### src/rtl/simon_pkg.sv
// rtl/simon_pkg.sv - shared types and constants for the Simon game controller
//
// Holds the controller state encoding, button and LED codes, and the
// feedback mask of the pattern LFSR.
package simon_pkg;

    typedef enum logic [2:0] {
        IDLE       = 3'd0,
        SHOW_ON    = 3'd1,
        SHOW_OFF   = 3'd2,
        WAIT_INPUT = 3'd3,
        WIN        = 3'd4,
        LOSE       = 3'd5
    } state_t;

    // Pattern bit value for each button.
    localparam logic BTN_A = 1'b0;
    localparam logic BTN_B = 1'b1;

    localparam logic [1:0] LED_OFF  = 2'b00;
    localparam logic [1:0] LED_BOTH = 2'b11;

    // Right-shifting Galois feedback mask.
    localparam logic [31:0] LFSR_POLY = 32'h80200003;

    // LED code that lights the LED belonging to one pattern step.
    function automatic logic [1:0] step_led(input logic step);
        return (step == BTN_B) ? 2'b10 : 2'b01;
    endfunction

endpackage

### src/rtl/simon_lfsr.sv
// rtl/simon_lfsr.sv - free-running 32-bit Galois LFSR
//
// Ports:
//   clk    in   system clock
//   reset  in   synchronous active-high; loads SEED
//   lfsr_o out  current LFSR value (advances every cycle out of reset)
module simon_lfsr
    import simon_pkg::*;
#(
    parameter logic [31:0] SEED = 32'hACE11234
) (
    input  logic        clk,
    input  logic        reset,
    output logic [31:0] lfsr_o
);

    logic [31:0] lfsr_q;

    always_ff @(posedge clk) begin
        if (reset) begin
            lfsr_q <= SEED;
        end else begin
            lfsr_q <= {1'b0, lfsr_q[31:1]} ^ (lfsr_q[0] ? LFSR_POLY : 32'h0);
        end
    end

    assign lfsr_o = lfsr_q;

endmodule

### src/rtl/simon_sequencer.sv
// rtl/simon_sequencer.sv - two-button Simon game controller
//
// Plays the stored sequence on the LEDs each round, then checks the player's
// presses against it. Captures a 32-step pattern from a free-running LFSR
// when a game starts.
//
// Ports:
//   clk        in   system clock
//   reset      in   synchronous active-high; returns to IDLE
//   start      in   pulse; starts a game from IDLE, WIN or LOSE
//   btn[1:0]   in   debounced press pulses (bit0 = A, bit1 = B)
//   led[1:0]   out  LED drive (bit0 = A, bit1 = B)
//   round_cnt  out  current / final round index
//   pos        out  position within the sequence
//   busy       out  playing back or waiting for input
//   win        out  game won
//   lose       out  game lost
module simon_sequencer
    import simon_pkg::*;
#(
    parameter int          MAX_ROUNDS    = 16,
    parameter int          SHOW_TICKS    = 12500000,
    parameter int          GAP_TICKS     = 6250000,
    parameter int          TIMEOUT_TICKS = 100000000,
    parameter logic [31:0] SEED          = 32'hACE11234
) (
    input  logic       clk,
    input  logic       reset,
    input  logic       start,
    input  logic [1:0] btn,
    output logic [1:0] led,
    output logic [4:0] round_cnt,
    output logic [4:0] pos,
    output logic       busy,
    output logic       win,
    output logic       lose
);

    localparam logic [27:0] SHOW_LAST    = 28'(SHOW_TICKS - 1);
    localparam logic [27:0] GAP_LAST     = 28'(GAP_TICKS - 1);
    localparam logic [27:0] TIMEOUT_LAST = 28'(TIMEOUT_TICKS - 1);
    localparam logic [4:0]  LAST_ROUND   = 5'(MAX_ROUNDS - 1);

    state_t      state_q, state_d;
    logic [27:0] timer_q, timer_d;
    logic [31:0] pattern_q, pattern_d;
    logic [4:0]  round_q, round_d;
    logic [4:0]  pos_q, pos_d;
    logic        round_clr, round_inc;
    logic        pos_clr, pos_inc;
    logic [1:0]  led_q, led_d;
    logic        busy_q, busy_d;
    logic        win_q, win_d;
    logic        lose_q, lose_d;
    logic [31:0] lfsr_value;
    logic        pressed;

    simon_lfsr #(
        .SEED (SEED)
    ) u_lfsr (
        .clk    (clk),
        .reset  (reset),
        .lfsr_o (lfsr_value)
    );

    // Only meaningful for a single press; btn == 11 is handled separately.
    assign pressed = btn[1] ? BTN_B : BTN_A;

    always_comb begin
        state_d   = state_q;
        timer_d   = timer_q;
        pattern_d = pattern_q;
        round_clr = 1'b0;
        round_inc = 1'b0;
        pos_clr   = 1'b0;
        pos_inc   = 1'b0;

        unique case (state_q)
            IDLE, WIN, LOSE: begin
                if (start) begin
                    pattern_d = lfsr_value;
                    round_clr = 1'b1;
                    pos_clr   = 1'b1;
                    state_d   = SHOW_ON;
                end
            end
            SHOW_ON: begin
                if (timer_q == SHOW_LAST) begin
                    state_d = SHOW_OFF;
                end else begin
                    timer_d = timer_q + 28'd1;
                end
            end
            SHOW_OFF: begin
                if (timer_q == GAP_LAST) begin
                    if (pos_q == round_q) begin
                        pos_clr = 1'b1;
                        state_d = WAIT_INPUT;
                    end else begin
                        pos_inc = 1'b1;
                        state_d = SHOW_ON;
                    end
                end else begin
                    timer_d = timer_q + 28'd1;
                end
            end
            WAIT_INPUT: begin
                if (btn == 2'b00) begin
                    if (timer_q == TIMEOUT_LAST) begin
                        state_d = LOSE;
                    end else begin
                        timer_d = timer_q + 28'd1;
                    end
                end else if (btn == 2'b11) begin
                    state_d = LOSE;
                end else if (pressed != pattern_q[pos_q]) begin
                    state_d = LOSE;
                end else if (pos_q != round_q) begin
                    pos_inc = 1'b1;
                    timer_d = '0;
                end else if (round_q == LAST_ROUND) begin
                    state_d = WIN;
                end else begin
                    round_inc = 1'b1;
                    pos_clr   = 1'b1;
                    state_d   = SHOW_ON;
                end
            end
            default: state_d = IDLE;
        endcase

        if (state_d != state_q) begin
            timer_d = '0;
        end

        // Clear takes precedence over increment.
        round_d = round_clr ? 5'd0 : (round_inc ? round_q + 5'd1 : round_q);
        pos_d   = pos_clr   ? 5'd0 : (pos_inc   ? pos_q + 5'd1   : pos_q);

        // Outputs are registered, so they are decoded from the next state.
        unique case (state_d)
            SHOW_ON:    led_d = step_led(pattern_d[pos_d]);
            // Mirror presses only once already waiting, so a pulse discarded
            // on the SHOW_OFF -> WAIT_INPUT edge never lights an LED.
            WAIT_INPUT: led_d = (state_q == WAIT_INPUT) ? btn : LED_OFF;
            WIN:        led_d = LED_BOTH;
            default:    led_d = LED_OFF;
        endcase
        busy_d = (state_d == SHOW_ON) || (state_d == SHOW_OFF) || (state_d == WAIT_INPUT);
        win_d  = (state_d == WIN);
        lose_d = (state_d == LOSE);
    end

    always_ff @(posedge clk) begin
        if (reset) begin
            state_q   <= IDLE;
            timer_q   <= '0;
            pattern_q <= '0;
            round_q   <= '0;
            pos_q     <= '0;
            led_q     <= LED_OFF;
            busy_q    <= 1'b0;
            win_q     <= 1'b0;
            lose_q    <= 1'b0;
        end else begin
            state_q   <= state_d;
            timer_q   <= timer_d;
            pattern_q <= pattern_d;
            round_q   <= round_d;
            pos_q     <= pos_d;
            led_q     <= led_d;
            busy_q    <= busy_d;
            win_q     <= win_d;
            lose_q    <= lose_d;
        end
    end

    assign led       = led_q;
    assign round_cnt = round_q;
    assign pos       = pos_q;
    assign busy      = busy_q;
    assign win       = win_q;
    assign lose      = lose_q;

endmodule

### config.mk
export PLATFORM = sky130hd
export DESIGN_NAME = simon_sequencer
export DESIGN_NICKNAME = d
export VERILOG_FILES = /design/src/rtl/simon_pkg.sv /design/src/rtl/simon_lfsr.sv /design/src/rtl/simon_sequencer.sv
export SDC_FILE = /design/constraint.sdc
export NUM_CORES = 1
export LEC_CHECK = 0
export BUFFER_PORTS_ARGS = -buffer_cell sky130_fd_sc_hd__buf_2
export CORE_MARGIN = 2
export CORE_UTILIZATION = 55
export CTS_CLUSTER_DIAMETER = 40
export DETAILED_ROUTE_END_ITERATION = 10
export MAX_ROUTING_LAYER = met4
export PLACE_DENSITY = 0.72
export SLEW_MARGIN = 30
export SYNTH_ARGS = -nofsm -noshare
export SYNTH_HDL_FRONTEND = slang
export SYNTH_SLANG_ARGS = --single-unit
### constraint.sdc
create_clock -name clk -period 4.9 [get_ports clk]
set_input_delay 1.225 -clock clk [delete_from_list [all_inputs] [get_ports clk]]
set_output_delay 1.225 -clock clk [all_outputs]
set_load 0.01 [all_outputs]
# Yosys cells after proc, flatten, opt, wreduce, memory -nomap -nowiden
# Index checks and enable logic that the tools add are counted.
[op_classes]
add_sub_neg = 3
order_cmp = 2
eq_ne = 25
muxes = 50
bitwise_logic = 1
n_reduce_logical = 9
[ops]
columns = ["cell", "n"]
rows = [
  ["28-bit 2-to-1 mux", 7],
  ["32-bit 2-to-1 mux", 3],
  ["28-bit one-hot mux with 3 select lines", 1],
  ["31-bit by 32-bit bitwise XOR with 32-bit output", 1],
  ["28-bit by 1-bit adder with 28-bit output (second input constant)", 1],
  ["28-bit by 23-bit equality test with 1-bit output (second input constant)", 1],
  ["28-bit by 24-bit equality test with 1-bit output (second input constant)", 1],
  ["28-bit by 27-bit equality test with 1-bit output (second input constant)", 1],
  ["3-bit 2-to-1 mux", 9],
  ["1-bit 2-to-1 mux", 19],
  ["3-bit by 2-bit equality test with 1-bit output (second input constant)", 4],
  ["3-bit equality test (second input constant)", 4],
  ["5-bit by 6-bit less-than comparator with 1-bit output (second input constant)", 2],
  ["3-bit inequality test (second input constant)", 4],
  ["3-bit one-hot mux with 4 select lines", 1],
  ["5-bit by 1-bit adder with 5-bit output (second input constant)", 2],
  ["1-bit binary-select mux with 5-bit select", 2],
  ["5-bit 2-to-1 mux", 2],
  ["7-bit AND reduction", 1],
  ["3-bit by 1-bit equality test with 1-bit output (second input constant)", 2],
  ["2-bit 2-to-1 mux", 3],
  ["2-bit one-hot mux with 3 select lines", 1],
  ["5-bit by 4-bit equality test with 1-bit output (second input constant)", 1],
  ["5-bit equality test", 1],
  ["other kinds (13)", 16],
]
[totals]
reg_bits = 110
out_inout_bits = 15
wordCells = 100

# Logic depth before layout (Yosys ltp)
[depth]
depth_word = 13
ltp_mapped = 16

# Modules after synthesis
# From an unflattened synthesis, not the netlist that was laid out.
[unflattened]
cells_unflattened = 655
hier_area_um2 = 5740.5
[modules_own_cells]
columns = ["mod", "n_inst", "cells_each", "area_per_inst_um2", "seq_area_each_um2"]
rows = [
  ["simon_sequencer", 1, 585, 4850.9, 1561.5],
  ["simon_lfsr", 1, 70, 889.6, 640.6],
]

# Least setup slack after synthesis
# OpenSTA, ideal clock, no wires.
[synth_timing]
path_type = "input port to flip-flop"
start = "input btn[1]"
end = "register led_q[1] (netlist: led[1])"
arrival_ns = 3.709
setup_slack_ns = 1.075
stages = 13
path_buffers = 1
path_cell_list = "clkbuf_1 -> nor2_1 -> nor4b_1 -> o211a_1 -> nor2_2 -> o31ai_4 -> o211a_1 -> a211o_1 -> o311a_2 -> a2111o_1 -> o311ai_1 -> o21ai_2 -> a31o_1"
[synth_via]
elab_chain_len = 12
elab_cells_between_ends = 26
classes_between = "5 x eq/ne; 20 x mux; 1 x reduce/logical"
[synth_rtl]
columns = ["element", "line_no", "source"]
rows = [
  ["start: declaration", "simon_sequencer.sv:30", "input logic [1:0] btn,"],
  ["1-bit 2-to-1 mux", "simon_sequencer.sv:67", "assign pressed = btn[1] ? BTN_B : BTN_A;"],
  ["1-bit inequality test", "simon_sequencer.sv:116", "end else if (pressed != pattern_q[pos_q]) begin"],
  ["1-bit 2-to-1 mux", "simon_sequencer.sv:116", ""],
  ["1-bit 2-to-1 mux", "simon_sequencer.sv:114", "end else if (btn == 2'b11) begin"],
  ["1-bit 2-to-1 mux", "simon_sequencer.sv:108", "if (btn == 2'b00) begin"],
  ["1-bit one-hot mux with 2 select lines", "simon_sequencer.sv:78", "unique case (state_q)"],
  ["5-bit 2-to-1 mux (2 in a row)", "simon_sequencer.sv:138", "pos_d = pos_clr ? 5'd0 : (pos_inc ? pos_q + 5'd1 : pos_q);"],
  ["1-bit binary-select mux with 5-bit select", "simon_sequencer.sv:142", "SHOW_ON: led_d = step_led(pattern_d[pos_d]);"],
  ["1-bit 2-to-1 mux (implied by the code)", "simon_sequencer.sv:142", ""],
  ["2-bit 2-to-1 mux", "simon_pkg.sv:28", "return (step == BTN_B) ? 2'b10 : 2'b01;"],
  ["2-bit one-hot mux with 3 select lines *", "simon_sequencer.sv:141", "unique case (state_d)"],
  ["end signal: assignment", "simon_sequencer.sv:171", "led_q <= led_d;"],
  ["end: declaration", "simon_sequencer.sv:51", "logic [1:0] led_q, led_d;"],
]
# Every way passes the cells marked *; elsewhere a longest branch is shown, timed or not. The select of a mux whose other input is x is not followed.
# A chain may end at the register's enable or synchronous reset.

# Worst setup path after layout
[layout_timing]
start = "register pos_q[0] (netlist: pos[0])"
end = "register led_q[1] (netlist: led[1])"
[layout_via]
elab_chain_len = 13
elab_cells_between_ends = 36
classes_between = "1 x add/sub; 6 x eq/ne; 29 x mux"
[layout_rtl]
columns = ["element", "line_no", "source"]
rows = [
  ["start: declaration", "simon_sequencer.sv:48", "logic [4:0] pos_q, pos_d;"],
  ["start signal: assignment", "simon_sequencer.sv:170", "pos_q <= pos_d;"],
  ["1-bit binary-select mux with 5-bit select", "simon_sequencer.sv:116", ""],
  ["1-bit 2-to-1 mux (implied by the code)", "simon_sequencer.sv:116", ""],
  ["1-bit inequality test", "simon_sequencer.sv:116", ""],
  ["1-bit 2-to-1 mux", "simon_sequencer.sv:116", ""],
  ["1-bit 2-to-1 mux", "simon_sequencer.sv:114", ""],
  ["1-bit 2-to-1 mux", "simon_sequencer.sv:108", ""],
  ["1-bit one-hot mux with 2 select lines", "simon_sequencer.sv:78", ""],
  ["5-bit 2-to-1 mux (2 in a row)", "simon_sequencer.sv:138", ""],
  ["1-bit binary-select mux with 5-bit select", "simon_sequencer.sv:142", ""],
  ["1-bit 2-to-1 mux (implied by the code)", "simon_sequencer.sv:142", ""],
  ["2-bit 2-to-1 mux", "simon_pkg.sv:28", ""],
  ["2-bit one-hot mux with 3 select lines *", "simon_sequencer.sv:141", ""],
]
# Marked as above.

==> results_dict.tcl <==
set metrics [dict create \
    holdPathStages 2 \
    worstReg2RegEnd "led[1]" \
    slew_viol_final 0 \
    vias 4826 \
    syn_area_um2 5660 \
    fp.dieH_um 105 \
    grt_pass1_wl_um 22500 \
    initial_core_util_pct 55.8 \
    dpl_worst_slack_ps 727 \
    hold_class "reg -> reg" \
    avgViaCountPerCell 5.89 \
    seq_area_frac_synth_pct 38.9 \
    htreeDepth 3 \
    clock_latency_ps 390 \
    port_buffers 19 \
    synth-seq-cells 110 \
    min_to "pattern_q[20]" \
    finish.utilization_pct 59.3 \
    ant_nets 0 \
    setup_ws_ps 630 \
    final_layout_size_suffix_gt1_share_pct 13.8 \
    syn_inst 673 \
    p_leak_nw 2.15 \
    cts_setup_buffers 0 \
    cts_hold_buf 0 \
    synth_ff_type "dfxtp_1" \
    ctsResizeCount 0 \
    core_area_um2 10100 \
    start_kind "flip-flop" \
    vdd_ir_drop_max_v 0.000269 \
    path_clk_slew_ps 100 \
    tns_ps 0 \
    timing.final.crit_share_pct 87.1 \
    cts-root-buf "clkbuf_8" \
    first_global_vias 4585 \
    rows 37 \
    nets 687 \
    rsz0062_at_grt "false" \
    hold_viol_final 0 \
    required_ps 5180 \
    min_from "u_lfsr.lfsr_o[20]" \
    cp-startpoint "pos[0]" \
    grt_max_degree 78 \
    ys.warnings.count 0 \
    critical_path_class "reg -> reg" \
    min_period_ps 4270 \
    antenna_cells 0 \
    async_flop_share_pct 0 \
    avgSynthCellArea_um2 8.41 \
    tightest_slew_ps 757 \
    cts_tree "done" \
    r2r_cells 13 \
    hpwl_um 9620 \
    final_area_um2 6010 \
    ys_top_cells_by_area "dfxtp_1 (39%), nand2_1 (6.5%), nor2_1 (4.4%)" \
    antenna_found_initial 0 \
    numCtsBuffers 9 \
    synth.distinct_cells 82 \
    relSlewSlack_pct 49.1 \
    fmax_ghz 0.234 \
    status "finished clean" \
    clk_path_buf_depth 2 \
    synth_edf_count 0 \
    syn-num-nets 682 \
    drt_first_pass_iters 8 \
    area_growth_pct 6.23 \
    crit_path_end_kind "flip-flop" \
    synth_area_leader_cell "dfxtp_1" \
    track_usage_pct 25.8 \
    finClkSkew_ps 10.7 \
    dieArea_um2 11100 \
    post_drt_wl_per_cell_um 16.5 \
    hold_ws_ps 454 \
    routed_wl_um 13500 \
    drt_iter0_markers 324 \
    placed_area_um2 5820 \
    crit_arrival_ps 4550 \
    worstReg2RegStart "pos[0]" \
    drv_cap 0 \
    die_width_um 105 \
    setup_viol 0 \
    cp_max_fo 17 \
    drcViolationCount 0 \
    grt.overflow.total 0 \
    place_congestion 0.967 \
    ioPinCount 20 \
    clock_sinks 110 \
    r2r_setup_slack_ps 630 \
    power_per_cell_area_nw_per_um2 285 \
    synth_top_area_share_pct 38.9 \
]
## cell usage after synthesis, types with 4 or more instances
cell type / instances
o21ai_1: 5
o211a_1: 5
buf_2: 5
clkbuf_1: 20
nor2_1: 67
and3_1: 11
or2_2: 18
nor2b_1: 23
dfxtp_1: 110
nand2_1: 98
inv_1: 18
nor3_1: 13
a211oi_1: 6
and2_1: 4
buf_6: 4
or3_1: 4
a21oi_1: 49
xnor2_1: 16
a31oi_1: 7
xor2_1: 18
nand3_1: 29
o21ai_0: 11
a22oi_1: 4
ha_1: 4
nor4_1: 5
mux2i_1: 22
nand4_1: 8
## power breakdown
part | internal, mW | total [mW] | switching (mW) | leakage (nW)
Clock | 0.203 | 0.524 | 0.321 | 0.0906
Combinational | 0.0785 | 0.215 | 0.136 | 1.16
Sequential | 0.937 | 0.973 | 0.0360 | 0.900
Total | 1.22 | 1.71 | 0.494 | 2.15
## critical path, stage by stage (launching register included)
cell     delay (ps)
dfxtp_1         740
buf_4           330
mux2i_1         210
a22o_1          170
nor3_2           60
a31oi_2         290
a21oi_4         140
o31ai_4         640
o21ai_2         230
and3_1          220
o21ai_1         450
nor4b_1         280
a22oi_1         180
a31o_1          200
## per-layer routing
metal	share of wire [%]	track usage (%)	up-vias	wire length [um]
met5	0	-	-	0
li1	-	-	2389	-
met3	5.1	5.81	27	693
met4	2.2	8.67	0	291
met1	47	33.0	2269	6300
met2	46	40.5	141	6220
## area by class of cell
| type | instances | area (um2) |
|---|---|---|
| Fill cell | 942 | 4130 |
| Multi-Input combinational cell | 514 | 3250 |
| Sequential cell | 110 | 2200 |
| Tap cell | 136 | 170 |
| Timing Repair Buffer | 25 | 140 |
| Clock buffer | 10 | 138 |
| Inverter | 18 | 67.6 |
| Clock inverter | 6 | 45.0 |
## flip-flops by register name, indices dropped and copies added, names as in the netlist
signal         flops
timer_q           28
lose               1
pattern_q         32
pos                5
led                2
win                1
busy               1
round_cnt          5
state_q            3
u_lfsr.lfsr_o     32
## layout by cell type, fill, tap and decap left out, drive strengths merged, types with 4 or more instances in the layout
master / count
a21oi: 50
clkbuf: 10
xnor2: 16
xor2: 18
nand2: 99
a31oi: 9
nor4b: 6
a211oi: 9
inv: 20
or2: 19
nor3: 14
buf: 25
ha: 4
nand4: 9
o21ai: 19
and3: 11
nand3: 29
and2: 4
mux2i: 22
nor4: 7
nor2: 69
nor2b: 23
a22oi: 5
mux2: 4
or3: 5
o211a: 5
dfxtp: 110
## logic make-up (layout without fill, tap and decap cells)
logic type / after synthesis / in the layout / synth area share, %
simple gates: 314 / 314 / 28.7
xor+xnor: 34 / 34 / 5.26
mux: 26 / 26 / 4.69
compound gates: 136 / 136 / 17.7
fa+ha+maj: 4 / 4 / 0.884
flops: 110 / 110 / 38.9
buf+inv: 49 / 59 / 3.89
## per-stage QoR
stage          instances  total power [mW]
5_1_grt              819              1.79
3_3_place_gp         803              1.20
2_1_floorplan        673              1.15
6_report             819              1.71
3_5_place_dp         803              1.20
4_1_cts              819              1.72
## worst max path at each step
stage          slack, ps     end  cells past startpoint
2_1_floorplan       1080  led[1]                     13
3_3_place_gp         750  led[1]                     13
3_5_place_dp         730  led[1]                     13
4_1_cts              740  led[1]                     13
5_1_grt              280  led[1]                     14
6_report             630  led[1]                     13
Power figures use the tool's default switching activity.
